<file path="src/rtl/dyn_output_arbiter.sv">
// dyn_output_arbiter
// Wormhole arbiter for one output port of the dynamic network router. It sits
// directly upstream of the 8:1 crossbar output mux. It picks one of eight
// input FIFOs by round-robin and holds the route until the whole packet has
// passed. It pops the winning FIFO and flags valid flits to the output buffer.
//
// Optional feature: define DYN_ARB_WATCHDOG_EN to build the stall watchdog.
// Without it, stall_err is constant 0 and no counter exists.
//
// Parameters
//   LEN_W     width of the head-flit length field (body flits after the head)
//   WD_LIMIT  watchdog stall-cycle threshold (watchdog builds only)
//
// Ports
//   clk        router clock
//   reset      synchronous, active-high reset
//   req_in     per-input "head of FIFO targets this output" valid
//   len_in     per-input head-flit length, slice i = [i*LEN_W +: LEN_W]
//   out_ready  downstream output buffer accepts a flit this cycle
//   sel        crossbar select for the output mux
//   out_valid  flit on the mux output is valid
//   ack_out    one-hot pop to the selected input FIFO
//   busy       route is locked
//   stall_err  sticky watchdog error
module dyn_output_arbiter #(
  parameter int LEN_W    = 8,
  parameter int WD_LIMIT = 1024
) (
  input  logic               clk,
  input  logic               reset,
  input  logic [7:0]         req_in,
  input  logic [8*LEN_W-1:0] len_in,
  input  logic               out_ready,
  output logic [2:0]         sel,
  output logic               out_valid,
  output logic [7:0]         ack_out,
  output logic               busy,
  output logic               stall_err
);

  typedef enum logic {
    IDLE = 1'b0,
    XFER = 1'b1
  } state_t;

  state_t            state;
  logic [2:0]        rr_ptr;
  logic [LEN_W-1:0]  remaining;
  logic [2:0]        winner;
  logic [LEN_W-1:0]  win_len;
  logic              xfer;

  // Round-robin pick. The request vector is doubled and then rotated down by
  // ptr, so the lowest set bit is the nearest requester at or above ptr. The
  // wrap from 7 to 0 comes for free. The offset is added back modulo 8.
  function automatic logic [2:0] rr_pick(input logic [7:0] req,
                                         input logic [2:0] ptr);
    logic [15:0] dbl;
    logic [2:0]  off;
    dbl = {req, req} >> ptr;
    off = 3'd0;
    for (int i = 7; i >= 0; i--) begin
      if (dbl[i]) off = 3'(i);
    end
    return ptr + off;
  endfunction

  always_comb begin
    winner  = rr_pick(req_in, rr_ptr);
    win_len = '0;
    for (int i = 0; i < 8; i++) begin
      if (winner == 3'(i)) win_len = len_in[i*LEN_W +: LEN_W];
    end
    // Gated by reset so that no pop leaks out while the route is abandoned.
    out_valid = (state == XFER) && !reset && req_in[sel];
    xfer      = out_valid && out_ready;
    ack_out   = xfer ? (8'd1 << sel) : 8'd0;
  end

  assign busy = (state == XFER);

  always_ff @(posedge clk) begin
    if (reset) begin
      state     <= IDLE;
      rr_ptr    <= 3'd0;
      sel       <= 3'd0;
      remaining <= '0;
    end else begin
      case (state)
        IDLE: begin
          if (|req_in) begin
            sel       <= winner;
            remaining <= win_len;
            state     <= XFER;
          end
        end
        XFER: begin
          // Bubbles and backpressure simply hold. Only the tail frees the route.
          if (xfer) begin
            if (remaining == '0) begin
              state  <= IDLE;
              rr_ptr <= sel + 3'd1;
            end else begin
              remaining <= remaining - 1'b1;
            end
          end
        end
        default: state <= IDLE;
      endcase
    end
  end

`ifdef DYN_ARB_WATCHDOG_EN
  localparam int WD_W = $clog2(WD_LIMIT) + 1;

  logic [WD_W-1:0] stall_cnt;
  logic [WD_W-1:0] stall_cnt_nxt;

  // The counter saturates at the limit, so it cannot wrap while stuck.
  always_comb begin
    stall_cnt_nxt = (stall_cnt == WD_W'(WD_LIMIT)) ? stall_cnt
                                                   : stall_cnt + 1'b1;
  end

  always_ff @(posedge clk) begin
    if (reset) begin
      stall_cnt <= '0;
      stall_err <= 1'b0;
    end else if ((state == XFER) && !xfer) begin
      stall_cnt <= stall_cnt_nxt;
      if (stall_cnt_nxt == WD_W'(WD_LIMIT)) stall_err <= 1'b1;
    end else begin
      stall_cnt <= '0;
    end
  end
`else
  logic wd_unused;
  assign wd_unused = (WD_LIMIT > 0);
  assign stall_err = 1'b0;
`endif

endmodule

</file>
<file path="config.mk">
export PLATFORM = sky130hd
export DESIGN_NAME = dyn_output_arbiter
export DESIGN_NICKNAME = d
export VERILOG_FILES = /design/src/rtl/dyn_output_arbiter.sv
export SDC_FILE = /design/constraint.sdc
export NUM_CORES = 1
export LEC_CHECK = 0
export ABC_AREA = 1
export ABC_CLOCK_PERIOD_IN_PS = 4500
export CORE_AREA = 2 2 69 71
export DETAILED_ROUTE_END_ITERATION = 8
export DIE_AREA = 0 0 71 73
export GPL_TIMING_DRIVEN = 1
export PLACE_DENSITY = 0.87
export SETUP_SLACK_MARGIN = 0.1
export SLEW_MARGIN = 20
export SYNTH_ARGS = -nofsm -noshare
export SYNTH_HDL_FRONTEND = slang
export SYNTH_SLANG_ARGS = --single-unit
export TNS_END_PERCENT = 30
</file>
<file path="constraint.sdc">
create_clock -name clk -period 4.5 [get_ports clk]
set_input_delay 0.45 -clock clk [delete_from_list [all_inputs] [get_ports clk]]
set_output_delay 0.45 -clock clk [all_outputs]
set_load 0.03 [all_outputs]
</file>
; Yosys cells after proc, flatten, opt, wreduce, memory -nomap -nowiden
; Index checks and enable logic that the tools add are counted.
[totals]
elab_cells = 58
reg_bits = 15
inputBits = 75
out_inout_bits = 14
[classes]
order_cmp = 1
add_sub_neg = 3
reduce_logical = 10
n_mux = 27
n_eq_ne = 10
shift = 2
bitwise = 1
[op_table]
columns = operator, count
row1 = two-way mux 8 bit, 12
row2 = two-way mux 3 bit, 8
row3 = case mux 8 bit (2 select lines), 1
row4 = >> shifter 16 x 3 -> 8 bit, 1
row5 = "equality test 3 bit, second input constant", 4
row6 = zero test 8 bit, 1
row7 = OR reduction 8 bit, 1
row8 = "<< shifter 1 x 3 -> 8 bit, first input constant", 1
row9 = "subtractor 8 x 1 -> 8 bit, second input constant", 1
row10 = "equality test 3 x 2 -> 1 bit, second input constant", 2
row11 = AND reduction 3 bit, 2
row12 = "< comparator 3 x 4 -> 1 bit, second input constant", 1
row13 = two-way mux 1 bit, 4
row14 = "!= test 2 bit, second input constant", 2
row15 = "adder 3 x 1 -> 3 bit, second input constant", 1
row16 = adder 3 bit, 1
row17 = binary-select mux 1 bit (select 3 bit), 1
row18 = "equality test 3 x 1 -> 1 bit, second input constant", 1
row19 = logical AND 1 bit, 3
row20 = zero test 3 bit, 1
row21 = "!= test 2 x 1 -> 1 bit, second input constant", 1
row22 = case mux 1 bit (2 select lines), 1
row23 = AND reduction 2 bit, 1
row24 = zero test 1 bit, 1
row25 = NOT 1 bit, 1

; Depth between registers and ports, before layout
; Gate-level depths: netlist (run 1).
[logic_depth]
ltp_word = 21
ltp_mapped = 26
ltp_nobuf = 25

; Least setup slack after synthesis (run 1)
; Ideal clock, no wire load.
[synth_path]
path_type = reg-to-reg
startpoint = register rr_ptr[0]
endpoint = register remaining[2]
slack_ns = 1.427
n_path_buf = 2
synth_period_minus_slack_ns = 3.073
path_stages_with_launch = 25
setup_ns = 0.126
required_ns = 4.374
arrival_ns = 2.947
path_cell_list = dfxtp_1 buf_6 inv_4 nand2_2 nand3_1 nand3_1 nand2_1 a31oi_1 o21ai_0 nand2_1 a21boi_0 ha_1 inv_1 fa_1 xor2_1 inv_1 nand3_2 nand2_4 buf_6 nand3_1 nand3_1 nor3b_2 nand4_1 nand2_1 a21oi_1
[synth_via]
elab_chain_len = 21
elab_cells_between_ends = 28
cone_classes = add/sub (1) / eq/ne (7) / shift (1) / mux (18) / reduce/logical (1)
[synth_rtl]
columns = element, line
row1 = from (decl), 47  ; logic [2:0] rr_ptr;
row2 = from (signal assigned), 102  ; rr_ptr <= sel + 3'd1;
row3 = >> shifter 16 x 3 -> 8 bit, 60  ; dbl = {req, req} >> ptr;
row4 = two-way mux 3 bit (8 in a row), 63  ; if (dbl[i]) off = 3'(i);
row5 = adder 3 bit (*), 65  ; return ptr + off;
row6 = zero test 3 bit, 72  ; if (winner == 3'(i)) win_len = len_in[i*LEN_W +: LEN_W];
row7 = two-way mux 8 bit (7 in a row), 72
row8 = two-way mux 8 bit (*), 72
row9 = two-way mux 8 bit (*), 91  ; if (|req_in) begin
row10 = case mux 8 bit (2 select lines) (*), 89  ; case (state)
row11 = to (signal assigned), 93  ; remaining <= win_len;
row12 = to (signal assigned), 104  ; remaining <= remaining - 1'b1;
row13 = to (decl), 48  ; logic [LEN_W-1:0] remaining;
; Mark *: on every way between the ends. The rest lies on a longest branch, timed or not. The select of a mux whose other input is x is not followed.
; A chain may end at the register's enable or synchronous reset.

; Worst setup path after layout (run 1)
[layout_path]
startpoint = input req_in[6]
endpoint = register remaining[4]
[layout_via]
elab_chain_len = 21
elab_cells_between_ends = 36
cone_classes = add/sub (1) / eq/ne (9) / shift (1) / mux (20) / reduce/logical (5)
[layout_rtl]
columns = element, line
row1 = from (decl), 31  ; input logic [7:0] req_in,
row2 = >> shifter 16 x 3 -> 8 bit, 60
row3 = two-way mux 3 bit (8 in a row), 63
row4 = adder 3 bit, 65
row5 = zero test 3 bit, 72
row6 = two-way mux 8 bit (8 in a row), 72
row7 = two-way mux 8 bit, 91
row8 = case mux 8 bit (2 select lines), 89
; Parallel ways exist; a longest one is shown, timed or not. The select of a mux whose other input is x is not followed.

==> results of run 1 <==
## routing by layer
metal / vias up / wire length [um] / global-route usage
met1: 1133 / 2820 / 0.325
li1: 1331 / - / -
met5: - / 0 / 0
met3: 10 / 360 / 0.0276
met4: 0 / 110 / 0.0482
met2: 94 / 2980 / 0.415
## cell usage in the layout (no fill, tap or decap), types with 2 or more instances in the layout
| master | netlist | final |
|---|---|---|
| a21oi_1 | 32 | 32 |
| inv_4 | 2 | 2 |
| nor3_1 | 2 | 2 |
| nor2_1 | 32 | 32 |
| inv_1 | 40 | 40 |
| clkdlybuf4s50_1 | 0 | 87 |
| nand2_4 | 2 | 2 |
| nor2_2 | 3 | 3 |
| nand3_2 | 5 | 5 |
| ha_1 | 8 | 8 |
| dfxtp_1 | 15 | 15 |
| nand3_1 | 52 | 52 |
| o21ai_0 | 21 | 21 |
| nor3_2 | 2 | 2 |
| clkinv_2 | 1 | 2 |
| a31oi_1 | 2 | 2 |
| nor2_4 | 2 | 2 |
| o22ai_1 | 2 | 2 |
| nand2_2 | 13 | 13 |
| nor3b_2 | 3 | 3 |
| clkbuf_8 | 0 | 3 |
| nand2_1 | 82 | 82 |
| nand4_1 | 8 | 8 |
## worst paths after layout
| check | endpoint | startpoint | slack (ns) |
|---|---|---|---|
| worst max-delay path | remaining[4]$_SDFFE_PP0P_ | req_in[6] | 0.52 |
| worst min-delay path | remaining[1]$_SDFFE_PP0P_ | remaining[1]$_SDFFE_PP0P_ | 0.48 |
| worst max register to register | remaining[4]$_SDFFE_PP0P_ | rr_ptr[0]$_SDFFE_PP0P_ | 0.61 |
| worst min register to register | remaining[1]$_SDFFE_PP0P_ | remaining[1]$_SDFFE_PP0P_ | 0.48 |
## area by class of cell
type | instances | area (um^2)
inverters | 45 | 175
clock buffers | 3 | 41.3
fillers | 421 | 1580
flip-flops and latches | 15 | 300
repair buffers | 88 | 878
clock inverters | 1 | 5.00
well taps | 54 | 67.6
multi-input cells | 283 | 1490
## registers in the layout, summed over array words and instances (netlist names)
signal     cells
rr_ptr         3
busy           1
sel            3
remaining      8
## metrics by stage
stage / cells / instance area [um^2]
6_report: 489 / 2960
5_1_grt: 489 / 2960
4_1_cts: 489 / 2960
3_5_place_dp: 485 / 2910
3_3_place_gp: 485 / 2910
2_1_floorplan: 353 / 2050
## report_power, final
group          total, mW  switching, mW  internal, mW
registers          0.184         0.0297         0.154
clock network      0.109         0.0482        0.0613
logic              0.365          0.201         0.164
total              0.659          0.279         0.380
## worst max-delay path: stages
cell and delay (ns):
clkdlybuf4s50_1 0.55, nand2_1 0.09, nand3_1 0.13, nand3_1 0.09
nand2_1 0.11, a31oi_1 0.08, o21ai_0 0.15, nand2_1 0.07
a21boi_0 0.18, ha_1 0.18, inv_1 0.05, fa_1 0.36
xor2_1 0.29, inv_1 0.09, nand3_2 0.11, nand2_4 0.18
nor3_2 0.55, a21oi_1 0.14, nand4_1 0.14, o21ai_1 0.08
a21oi_1 0.11
## cell families (layout without fill, tap and decap cells)
group                    count (synthesis)  after routing  share of synthesized area
AND/OR/NAND/NOR                        209            209                      0.498
buffers and inverters                   55            137                      0.125
other                                    1              1                    0.00183
flip-flops                              15             15                      0.147
XOR/XNOR                                 2              2                    0.00856
AO/OA/AOI/OAI                           62             62                      0.161
adder cells (fa/ha/maj)                  9              9                     0.0587
==> impl_metrics.env, run 1 <==
export IMPL_cts_buffers=3
export IMPL_globalRoute_totalOverflow=0
export IMPL_synthCells=353
export IMPL_post_cts_buffers=0
export IMPL_path_class="input pin to register"
export IMPL_relSlewSlack=0.565
export IMPL_fin_setup_tns_ns=0
export IMPL_grt_pass1_vias=2407
export IMPL_outcome="completed"
export IMPL_period_needed_ns=3.98
export IMPL_dp_hpwl_mm=5.14
export IMPL_fp_row_count=25
export IMPL_grt_use_total=0.240
export IMPL_antenna_found_initial=0
export IMPL_ir_drop_uv=196
export IMPL_syn_area_mm2=0.00205
export IMPL_arrival_ns=4.17
export IMPL_p_per_area_mw_per_mm2=223
export IMPL_endpoint_kind="register"
export IMPL_worstHoldPathCells=2
export IMPL_cts_buffer_depth=2
export IMPL_diodes=0
export IMPL_finalCritPeriodShare=0.885
export IMPL_wirelength_mm=6.27
export IMPL_synth_top_flop_cell="dfxtp_1"
export IMPL_yosysWarningCount=0
export IMPL_grt_max_degree=27
export IMPL_hold_buffers=0
export IMPL_avgSynthCellArea_um2=5.80
export IMPL_gp_congestion=0.948
export IMPL_yosys_area_top_type="nand2_1"
export IMPL_drive_above_1_share=0.0920
export IMPL_worstPathMaxFanout=26
export IMPL_cts_tree="built"
export IMPL_holdCritPathClass="register to register"
export IMPL_insertion_delay_ns=0.25
export IMPL_dieArea_mm2=0.00518
export IMPL_via_per_inst=5.25
export IMPL_synth_top_area_frac=0.150
export IMPL_finalSetupViolCount=0
export IMPL_die_h_um=73
export IMPL_finalClockSkew_ns=0.000984
export IMPL_cts_resized=0
export IMPL_leakage_nw=1.29
export IMPL_synth_fp_nets=437
export IMPL_worst_slack_ns=0.515
export IMPL_synth_seq_cells=15
export IMPL_synth_most_common_cell="nand2_1"
export IMPL_cp_required_ns=4.68
export IMPL_ys_async_sr_fraction=0
export IMPL_grt_pass1_wl_mm=10.4
export IMPL_antenna_left=0
export IMPL_placeableCoreArea_mm2=0.00454
export IMPL_wire_per_inst_um=12.8
export IMPL_vias=2568
export IMPL_clkTransAtPathRegs_ns=0.06
export IMPL_port_buffers=87
export IMPL_finalHoldViolCount=0
export IMPL_max_cap_violations=0
export IMPL_synth_area_leaders="nand2_1, dfxtp_1, nand3_1, a21oi_1, inv_1"
export IMPL_final_max_slew_violation_count=0
export IMPL_drtPass1Iterations=5
export IMPL_die_w_um=71
export IMPL_drt_iter0_markers=136
export IMPL_synth_common_cells="nand2_1, nand3_1, inv_1, a21oi_1, nor2_1"
export IMPL_r2r_cells=20
export IMPL_ys_types=39
export IMPL_initial_core_util=0.451
export IMPL_nNetsFinal=520
export IMPL_io_pin_count=89
export IMPL_final_util=0.652
export IMPL_fin_hold_ws_ns=0.479
export IMPL_clock_sinks=15
export IMPL_finalPower_mw=0.659
export IMPL_rsz0062_at_grt="false"
export IMPL_htreeDepth=1
export IMPL_crit_path_start_kind="input pin"
export IMPL_fmax_ghz=0.251
export IMPL_worstMarginPinSlew_ns=0.649
export IMPL_drc=0
export IMPL_area_delta_synth_final_pct=44.6
export IMPL_place_worst_setup_slack_ns=0.258
export IMPL_synth_edff_count=0
export IMPL_cts_root_buf="clkbuf_8"
export IMPL_yosysSeqAreaShare=0.147
(Power assumes the default switching activity.)
==> inputs of run 2 (changes only) <==
HOLD_SLACK_MARGIN = 0.06   (was default)
==> results of run 2 <==
Final layout, timing and power as in run 1 (identical DEF).
==> inputs of run 3 (changes only) <==
CORE_AREA = 5 5 72 74   (was 2 2 69 71)
CTS_CLUSTER_SIZE = 8   (was default)
DIE_AREA = 0 0 77 79   (was 0 0 71 73)
==> impl_metrics.env, run 3 (synthesis results as in run 1) <==
export IMPL_outcome="completed"
export IMPL_regMostFlops="remaining"
export IMPL_critical_path_depth=23
export IMPL_grt_max_degree=27
export IMPL_drc=0
export IMPL_fin_cells=489
export IMPL_clkTransAtPathRegs_ns=0.06
export IMPL_cts_root_buf="clkbuf_8"
export IMPL_nNetsFinal=520
export IMPL_grt_pass1_wl_mm=10.7
export IMPL_clock_sinks=15
export IMPL_cp_cell_sequence="clkdlybuf4s50_1 > nand2_1 > nand3_1 > nand3_1 > nand2_1 > a31oi_1 > o21ai_0 > nand2_1 > a21boi_0 > ha_1 > inv_1 > fa_1 > xor2_1 > inv_1 > nand3_2 > nand2_4 > nand2_2 > clkinv_1 > nand2_1 > nor3b_2 > nand4_1 > nand2_1 > a21oi_1"
export IMPL_cts_tree="built"
export IMPL_antenna_found_initial=0
export IMPL_period_needed_ns=3.78
export IMPL_cp_num_buf_inv=4
export IMPL_via_per_inst=5.28
export IMPL_die_h_um=79
export IMPL_globalRoute_totalOverflow=0
export IMPL_holdCritPathClass="register to register"
export IMPL_drt_iter0_markers=177
export IMPL_final_util=0.652
export IMPL_die_w_um=77
export IMPL_vias=2580
export IMPL_cp_slowest_stage_delay_ns=0.54
export IMPL_fp_row_count=25
export IMPL_area_delta_synth_final_pct=44.5
export IMPL_gp_congestion=0.914
export IMPL_finalSetupViolCount=0
export IMPL_leakage_nw=1.28
export IMPL_cts_resized=0
export IMPL_crit_path_start_kind="input pin"
export IMPL_rsz0062_at_grt="false"
export IMPL_post_cts_buffers=0
export IMPL_place_worst_setup_slack_ns=0.450
export IMPL_antenna_left=0
export IMPL_finalHoldViolCount=0
export IMPL_final_max_slew_violation_count=0
export IMPL_final_common_cell="clkdlybuf4s50_1"
export IMPL_mostFrequentLayoutCells="clkdlybuf4s50_1, nand2_1, nand3_1, inv_1"
export IMPL_drtPass1Iterations=5
export IMPL_port_buffers=87
export IMPL_arrival_ns=3.91
export IMPL_worst_slack_ns=0.724
export IMPL_largest_reg_flops=8
export IMPL_worstPathMaxFanout=26
export IMPL_final_area_mm2=0.00296
export IMPL_relSlewSlack=0.599
export IMPL_r2r_cells=22
export IMPL_grt_pass1_vias=2406
export IMPL_wirelength_mm=6.56
export IMPL_hold_buffers=0
export IMPL_fin_setup_tns_ns=0
export IMPL_path_class="input pin to register"
export IMPL_htreeDepth=1
export IMPL_dieArea_mm2=0.00608
export IMPL_finalCritPeriodShare=0.839
export IMPL_grt_use_total=0.209
export IMPL_finalPower_mw=0.657
export IMPL_initial_core_util=0.451
export IMPL_ir_drop_uv=209
export IMPL_cts_buffer_depth=2
export IMPL_fin_hold_ws_ns=0.492
export IMPL_cp_required_ns=4.63
export IMPL_dp_cells=485
export IMPL_placeableCoreArea_mm2=0.00454
export IMPL_insertion_delay_ns=0.25
export IMPL_cp_top_family="simple AND/OR/NAND/NOR gates"
export IMPL_slowest_stage="clkdlybuf4s50_1"
export IMPL_endpoint_kind="register"
export IMPL_cts_buffers=3
export IMPL_fmax_ghz=0.265
export IMPL_worstMarginPinSlew_ns=0.601
export IMPL_placed_cell_area_mm2=0.00291
export IMPL_finalClockSkew_ns=0.00457
export IMPL_drive_above_1_share=0.0897
export IMPL_crit_path_frequent_cell="nand2_1"
export IMPL_wire_per_inst_um=13.4
export IMPL_max_cap_violations=0
export IMPL_worstHoldPathCells=2
export IMPL_top_regs="remaining (8), rr_ptr (3), sel (3)"
export IMPL_io_pin_count=89
export IMPL_dp_hpwl_mm=5.43
export IMPL_p_per_area_mw_per_mm2=222
export IMPL_diodes=0
==> run 3: changes by cell type in the layout (fill, tap and decap cells not counted), sizes merged <==
cell,previous run,this run
clkinv,3,2
clkbuf,3,4
==> run 3: final timing paths <==
path,startpoint,to,slack [ns]
worst min register to register,remaining[1]$_SDFFE_PP0P_,remaining[1]$_SDFFE_PP0P_,0.49
worst max register to register,rr_ptr[0]$_SDFFE_PP0P_,remaining[6]$_SDFFE_PP0P_,0.81
worst max-delay path,req_in[0],remaining[6]$_SDFFE_PP0P_,0.72
worst min-delay path,remaining[1]$_SDFFE_PP0P_,remaining[1]$_SDFFE_PP0P_,0.49
==> run 3: metal layers <==
metal	vias up	track usage	wire length, um	share of wire
met5	-	0	0	0
met1	1157	0.259	2780	0.42
met2	79	0.368	3310	0.50
met4	0	0.0653	116	0.018
met3	10	0.0351	350	0.053
li1	1334	-	-	-
==> run 3: worst min-delay path: stages (launching register included) <==
cell	delay [ns]
dfxtp_1	0.31
nand2_1	0.08
a21oi_2	0.05
==> run 3: final cells by class <==
| class | count | area, um^2 |
|---|---|---|
| Clock buffer | 4 | 45.0 |
| Fill cell | 419 | 1580 |
| Inverter | 45 | 175 |
| Multi-Input combinational cell | 283 | 1490 |
| Sequential cell | 15 | 300 |
| Tap cell | 54 | 67.6 |
| Timing Repair Buffer | 88 | 878 |
==> run 3: where the power goes <==
part	internal (mW)	switching, mW	total (mW)	leakage (nW)
Clock	0.0628	0.0468	0.110	0.0228
Sequential	0.154	0.0295	0.184	0.124
Combinational	0.163	0.200	0.364	1.14
Total	0.381	0.277	0.657	1.28
